===== config.mk =====
export PLATFORM = sky130hd
export DESIGN_NAME = pattern_sequencer
export DESIGN_NICKNAME = d
export VERILOG_FILES = /design/src/rtl/pattern_pkg.sv /design/src/rtl/pattern_sequencer_vsync_edge_det.sv /design/src/rtl/pattern_sequencer.sv
export SDC_FILE = /design/constraint.sdc
export NUM_CORES = 1
export LEC_CHECK = 0
export ABC_AREA = 1
export CAP_MARGIN = 20
export CORE_MARGIN = 5
export CORE_UTILIZATION = 40
export CTS_BUF_LIST = sky130_fd_sc_hd__clkbuf_8
export CTS_CLUSTER_DIAMETER = 50
export DETAILED_ROUTE_END_ITERATION = 10
export MAX_ROUTING_LAYER = met4
export PLACE_DENSITY = 0.66
export SYNTH_ARGS = -nofsm -noshare
export SYNTH_HDL_FRONTEND = slang
export SYNTH_HIERARCHICAL = 1
export SYNTH_SLANG_ARGS = --single-unit

===== constraint.sdc =====
create_clock -name i_Clk -period 1.25 [get_ports i_Clk]
set_input_delay 0.1875 -clock i_Clk [delete_from_list [all_inputs] [get_ports i_Clk]]
set_output_delay 0.1875 -clock i_Clk [all_outputs]
set_load 0.02 [all_outputs]

===== src/rtl/pattern_pkg.sv =====
// Shared encodings for the test-pattern sequencer: FSM states, ASCII command bytes
// and the default pattern count.
package pattern_pkg;

    typedef enum logic [1:0] {
        ST_MANUAL  = 2'd0,
        ST_PENDING = 2'd1,
        ST_AUTO    = 2'd2
    } state_t;

    localparam int NUM_PATTERNS_DEFAULT = 7;

    localparam logic [7:0] CMD_ZERO    = 8'h30;
    localparam logic [7:0] CMD_AUTO_UC = 8'h41;
    localparam logic [7:0] CMD_AUTO_LC = 8'h61;
    localparam logic [7:0] CMD_STOP_UC = 8'h53;
    localparam logic [7:0] CMD_STOP_LC = 8'h73;

endpackage


===== src/rtl/pattern_sequencer_vsync_edge_det.sv =====
// Registers i_VSync and flags the first low cycle after an active-row period
// (the vblank cycle). Reset clears the history so no edge appears right after reset.
module vsync_edge_det (
    input  logic i_Clk,
    input  logic i_Reset,
    input  logic i_VSync,
    output logic o_VBlank
);

    logic r_VSync;

    always_ff @(posedge i_Clk) begin
        if (i_Reset) begin
            r_VSync <= 1'b0;
        end else begin
            r_VSync <= i_VSync;
        end
    end

    assign o_VBlank = r_VSync & ~i_VSync;

endmodule


===== src/rtl/pattern_sequencer.sv =====
// Selects the pattern shown by the pattern generator from UART command bytes, either
// manually (digit applied at the next vblank) or by auto-cycling every few frames.
module pattern_sequencer
    import pattern_pkg::*;
#(
    parameter int NUM_PATTERNS       = NUM_PATTERNS_DEFAULT,
    parameter int FRAMES_PER_PATTERN = 60
) (
    input  logic       i_Clk,
    input  logic       i_Reset,
    input  logic       i_Rx_DV,
    input  logic [7:0] i_Rx_Byte,
    input  logic       i_VSync,
    output logic [3:0] o_Pattern,
    output logic       o_Auto,
    output logic       o_Pending,
    output logic       o_Frame_Tick,
    output logic       o_Cmd_Err
);

    // Handshake: i_Rx_DV is a one-cycle valid strobe with no ready/backpressure;
    // every cycle with i_Rx_DV=1 consumes i_Rx_Byte in that same cycle.

    localparam logic [7:0] DIGIT_LAST = 8'(32'(CMD_ZERO) + NUM_PATTERNS - 1);
    localparam logic [7:0] CNT_LAST   = 8'(FRAMES_PER_PATTERN - 1);
    localparam logic [3:0] PAT_LAST   = 4'(NUM_PATTERNS - 1);

    state_t     r_State, w_Next_State;
    logic [3:0] r_Pending, w_Next_Pending;
    logic [7:0] r_Frame_Cnt, w_Next_Cnt;
    logic [3:0] w_Next_Pattern;
    logic       w_Cmd_Err;
    logic       w_VBlank;
    logic       w_Is_Digit, w_Is_Auto, w_Is_Stop;

    vsync_edge_det u_vsync_edge_det (
        .i_Clk    (i_Clk),
        .i_Reset  (i_Reset),
        .i_VSync  (i_VSync),
        .o_VBlank (w_VBlank)
    );

    assign w_Is_Digit = (i_Rx_Byte >= CMD_ZERO) && (i_Rx_Byte <= DIGIT_LAST);
    assign w_Is_Auto  = (i_Rx_Byte == CMD_AUTO_UC) || (i_Rx_Byte == CMD_AUTO_LC);
    assign w_Is_Stop  = (i_Rx_Byte == CMD_STOP_UC) || (i_Rx_Byte == CMD_STOP_LC);

    always_comb begin
        w_Next_State   = r_State;
        w_Next_Pending = r_Pending;
        w_Next_Pattern = o_Pattern;
        w_Next_Cnt     = r_Frame_Cnt;
        w_Cmd_Err      = 1'b0;

        // Vblank effects use the state held before this cycle's command.
        if (w_VBlank) begin
            case (r_State)
                ST_PENDING: begin
                    w_Next_Pattern = r_Pending;
                    w_Next_State   = ST_MANUAL;
                end
                ST_AUTO: begin
                    if (r_Frame_Cnt == CNT_LAST) begin
                        w_Next_Cnt     = 8'd0;
                        w_Next_Pattern = (o_Pattern >= PAT_LAST) ? 4'd1 : o_Pattern + 4'd1;
                    end else begin
                        w_Next_Cnt = r_Frame_Cnt + 8'd1;
                    end
                end
                default: ;
            endcase
        end

        if (i_Rx_DV) begin
            if (w_Is_Digit) begin
                // Digits are 0x30..0x39, so the low nibble is the pattern code.
                w_Next_Pending = i_Rx_Byte[3:0];
                w_Next_State   = ST_PENDING;
            end else if (w_Is_Auto) begin
                w_Next_State   = ST_AUTO;
                w_Next_Cnt     = 8'd0;
                w_Next_Pattern = o_Pattern;
            end else if (w_Is_Stop) begin
                // Stop cancels a same-cycle advance or pending apply.
                w_Next_State   = ST_MANUAL;
                w_Next_Pattern = o_Pattern;
            end else begin
                w_Cmd_Err = 1'b1;
            end
        end
    end

    always_ff @(posedge i_Clk) begin
        if (i_Reset) begin
            r_State      <= ST_MANUAL;
            r_Pending    <= 4'd0;
            r_Frame_Cnt  <= 8'd0;
            o_Pattern    <= 4'd0;
            o_Frame_Tick <= 1'b0;
            o_Cmd_Err    <= 1'b0;
        end else begin
            r_State      <= w_Next_State;
            r_Pending    <= w_Next_Pending;
            r_Frame_Cnt  <= w_Next_Cnt;
            o_Pattern    <= w_Next_Pattern;
            o_Frame_Tick <= w_VBlank;
            o_Cmd_Err    <= w_Cmd_Err;
        end
    end

    assign o_Auto    = (r_State == ST_AUTO);
    assign o_Pending = (r_State == ST_PENDING);

endmodule


==> run_results.csv, run 1 <==
group,metric,value,unit
outcome,status,"complete, but fails checks",
outcome,violations,"setup timing",
yosys,synth_fp_nets,186,
critical_path,reg2reg_depth,9,
critical_path,startpoint,"r_State[0]",
drt,firstDrtPassIters,4,
floorplan,die_w,64.1,µm
critical_path,cp-start-kind,"register",
critical_path,end_kind,"register",
layout,fin_area,1770,µm²
critical_path,timing_worst_setup_path_type,"register to register",
pwr,internal_power,0.960,mW
timing,slew_viol_final,0,
timing,fmax,788,MHz
yosys,syn_inst,171,
clock_tree,clkSinkCount,21,
layout,syn_to_final_growth,51.4,%
pwr,pwr-share-seq,53.4,%
clock_tree,cts_root_buffer,"clkbuf_8",
clock_tree,ctsHoldBuffers,0,
layout,antennaDiodeCount,0,
global_route,grt_overflow,0,
min_path,min_path_type,"primary input to register",
pwr,irDropWorstVdd,914,µV
critical_path,cp_slowest_cell,"dfxtp_2",
pwr,switching_share,24.0,%
yosys,ys_types,28,
timing,fin_crit_sh,102,%
global_route,grt_pass1_vias,1114,
drt,via_per_inst,4.80,
timing,hold_viol_final,0,
floorplan,die_area,4100,µm²
critical_path,crit_chain,"inv_2 > buf_4 > nor2_2 > buf_4 > nand2_1 > nand2_4 > buf_4 > a21oi_1 > nor2_1",
floorplan,ios,20,
drt,drt_wl_total,2910,µm
pwr,power_density,714,nW/µm²
drt,drcViolationCount,0,
timing,tightest_slew,0.305,ns
placed_design,routabilityCongestion,0.890,
drt,num_vias,1199,
global_route,grt_max_degree,13,
min_path,worst_hold_path.endpoint,"u_vsync_edge_det/r_VSync",
layout,finalNonFillerCells,250,
layout,final_util,63.6,%
timing,setup_viol_count_final,3,
floorplan,die_y,64.1,µm
clock_tree,cts_tree,"built",
clock_tree,cts_made_buffers,3,
timing,timing.hold.ws,0.178,ns
layout,ff_latch_area,430,µm²
run,drv_cap,0,
drt,wl_per_cell,11.6,µm
placed_design,io_buffers,19,
critical_path,r2r_end,"o_Pattern[3]",
floorplan,design.core.area,2780,µm²
timing,skew,0.00619,ns
critical_path,cp.arrival,1.43,ns
timing,rsz0062_at_grt,"yes",
timing,min_period,1.27,ns
critical_path,critPathMaxStageDelay,0.32,ns
global_route,grt_pass1_wl,4460,µm
yosys,ys_seq_area_share,36.0,%
critical_path,crit_fanout,5,
layout,fillCellCount,257,
layout,drive_above_1_share,35.2,%
critical_path,crit_required,1.41,ns
critical_path,crit_path_frequent_cell,"buf_4",
clock_tree,h-tree-depth,1,
yosys,ys_warn_count,6,
yosys,yosys_register_bits,21,
pwr,clockPowerShare,36.3,%
drt,antenna_left,0,
floorplan,rows,19,
floorplan,initial_core_util,42.0,%
timing,postLayoutSetupSlackWorst,-0.0193,ns
placed_design,dp_cells,238,
critical_path,r2r-start,"r_State[0]",
clock_tree,insertion_delay,0.27,ns
layout,multi_input_area,743,µm²
pwr,p_leak,0.860,nW
pwr,comb_power_share,10.3,%
clock_tree,clock_path_buffers,2,
yosys,syn_area,1170,µm²
global_route,grt_antenna_before_repair,0,
layout,final_nets,235,
yosys,avgSynthCellArea,6.83,µm²
clock_tree,cts.clk_slew.worst_paths,0.08,ns
global_route,grt_usage,13.8,%
drt,drt-initial-drc-count,46,
placed_design,place_ws,-0.329,ns
pwr,p_switching,0.304,mW
critical_path,reg2reg_slack,-0.02,ns
min_path,hold_start,"i_VSync",
placed_design,placed_area,1530,µm²
placed_design,dp_hpwl,2140,µm
timing,max_slew_margin,79.6,%
min_path,whs_path_depth,3,
-- stage by stage --
stage | setup TNS (ns) | total power, mW
2_1_floorplan | 0 | 0.743
3_3_place_gp | -4.37 | 0.816
3_5_place_dp | -4.99 | 0.818
4_1_cts | -0.0483 | 1.27
5_1_grt | -0.834 | 1.33
6_report | -0.0367 | 1.26
-- layer usage --
| metal | vias to the layer above | GRT usage [%] | wire length, µm |
|---|---|---|---|
| li1 | 633 | - | - |
| met1 | 545 | 14.0 | 1200 |
| met2 | 16 | 25.6 | 1590 |
| met3 | 5 | 3.85 | 81 |
| met4 | 0 | 3.90 | 35 |
| met5 | - | - | 0 |
-- worst max path at each step --
stage | to | slack [ns] | cells past startpoint
detailed placement | o_Pattern[0] | -0.33 | 9
global route | o_Pattern[0] | -0.13 | 10
floorplan | o_Pattern[0] | 0.006 | 8
global placement | o_Pattern[0] | -0.28 | 9
finish | o_Pattern[3] | -0.02 | 9
CTS | r_Frame_Cnt[6] | -0.02 | 10
-- final cells by class --
| cell class | instances | share of cell area (%) |
|---|---|---|
| multi-input cells | 124 | 42.0 |
| clock inverters | 1 | 0.283 |
| flip-flops and latches | 21 | 24.3 |
| clock buffers | 3 | 2.33 |
| repair buffers | 46 | 23.7 |
| inverters | 24 | 5.16 |
| well taps | 31 | 2.19 |
-- power by group through the flow --
| stage | clock (mW) | combinational (mW) | sequential (mW) |
|---|---|---|---|
| after CTS | 0.470 | 0.125 | 0.677 |
| after global placement | 0 | 0.123 | 0.692 |
| after global routing | 0.510 | 0.143 | 0.676 |
| final | 0.459 | 0.130 | 0.675 |
| after floorplan | 0 | 0.0472 | 0.696 |
| after detailed placement | 0 | 0.125 | 0.693 |
-- registers in the layout (all words and copies together), names as in the netlist --
name and count:
r_Frame_Cnt 8, o_Pattern 4, r_Pending 4, r_State 2, o_Cmd_Err 1, o_Frame_Tick 1, u_vsync_edge_det/r_VSync 1
-- layout by cell type (no fill, tap or decap), drive strengths merged --
| cell type | count |
|---|---|
| clkdlybuf4s50 | 4 |
| nor2 | 36 |
| dfxtp | 21 |
| nand3 | 17 |
| xnor2 | 1 |
| dlygate4sd2 | 4 |
| inv | 23 |
| o22ai | 1 |
| o21bai | 1 |
| clkinv | 2 |
| nand2 | 44 |
| nand4 | 2 |
| a21oi | 11 |
| clkbuf | 3 |
| buf | 28 |
| ha | 3 |
| nor3 | 3 |
| clkdlybuf4s15 | 3 |
| nor3b | 2 |
| xor2 | 1 |
| dlymetal6s2s | 7 |
| o21ai | 2 |
-- critical path, delay by kind of cell, from the launching register on --
kind	cells	cell delay, ns
simple gates	4	0.26
buf+inv	4	0.44
flops	1	0.32
compound gates	1	0.14
-- what timing repair did --
action	in CTS	in global routing
setup buffers	0	8
pin swaps	1	23
gates resized for setup	18	40
setup endpoints to repair	18	16
-- cell usage after synthesis (all sizes together) --
cell | n | area share [%]
o22ai | 1 | 0.54
nor2 | 36 | 14
a21oi | 11 | 5.0
nor3 | 3 | 2.2
clkbuf | 1 | 0.32
nor3b | 2 | 1.7
buf | 1 | 0.43
inv | 23 | 7.4
nand2 | 44 | 16
clkinv | 1 | 0.43
xnor2 | 1 | 0.75
dfxtp | 21 | 36
xor2 | 1 | 0.75
nand4 | 2 | 1.1
ha | 3 | 3.2
o21bai | 1 | 0.64
nand3 | 17 | 8.8
o21ai | 2 | 0.86
-- kinds of logic after synthesis --
| group | share of synthesized area [%] |
|---|---|
| flops | 36.0 |
| compound gates | 7.07 |
| simple gates | 43.7 |
| buf+inv | 8.56 |
| xor+xnor | 1.50 |
| fa+ha+maj | 3.21 |
No activity file was read; power rests on OpenSTA's default activity.
==> inputs of run 2 (changes only) <==
Settings changed: GPL_ROUTABILITY_DRIVEN set to 0.
==> results of run 2 <==
No change in the layout: final DEF, timing and power equal those of run 1.
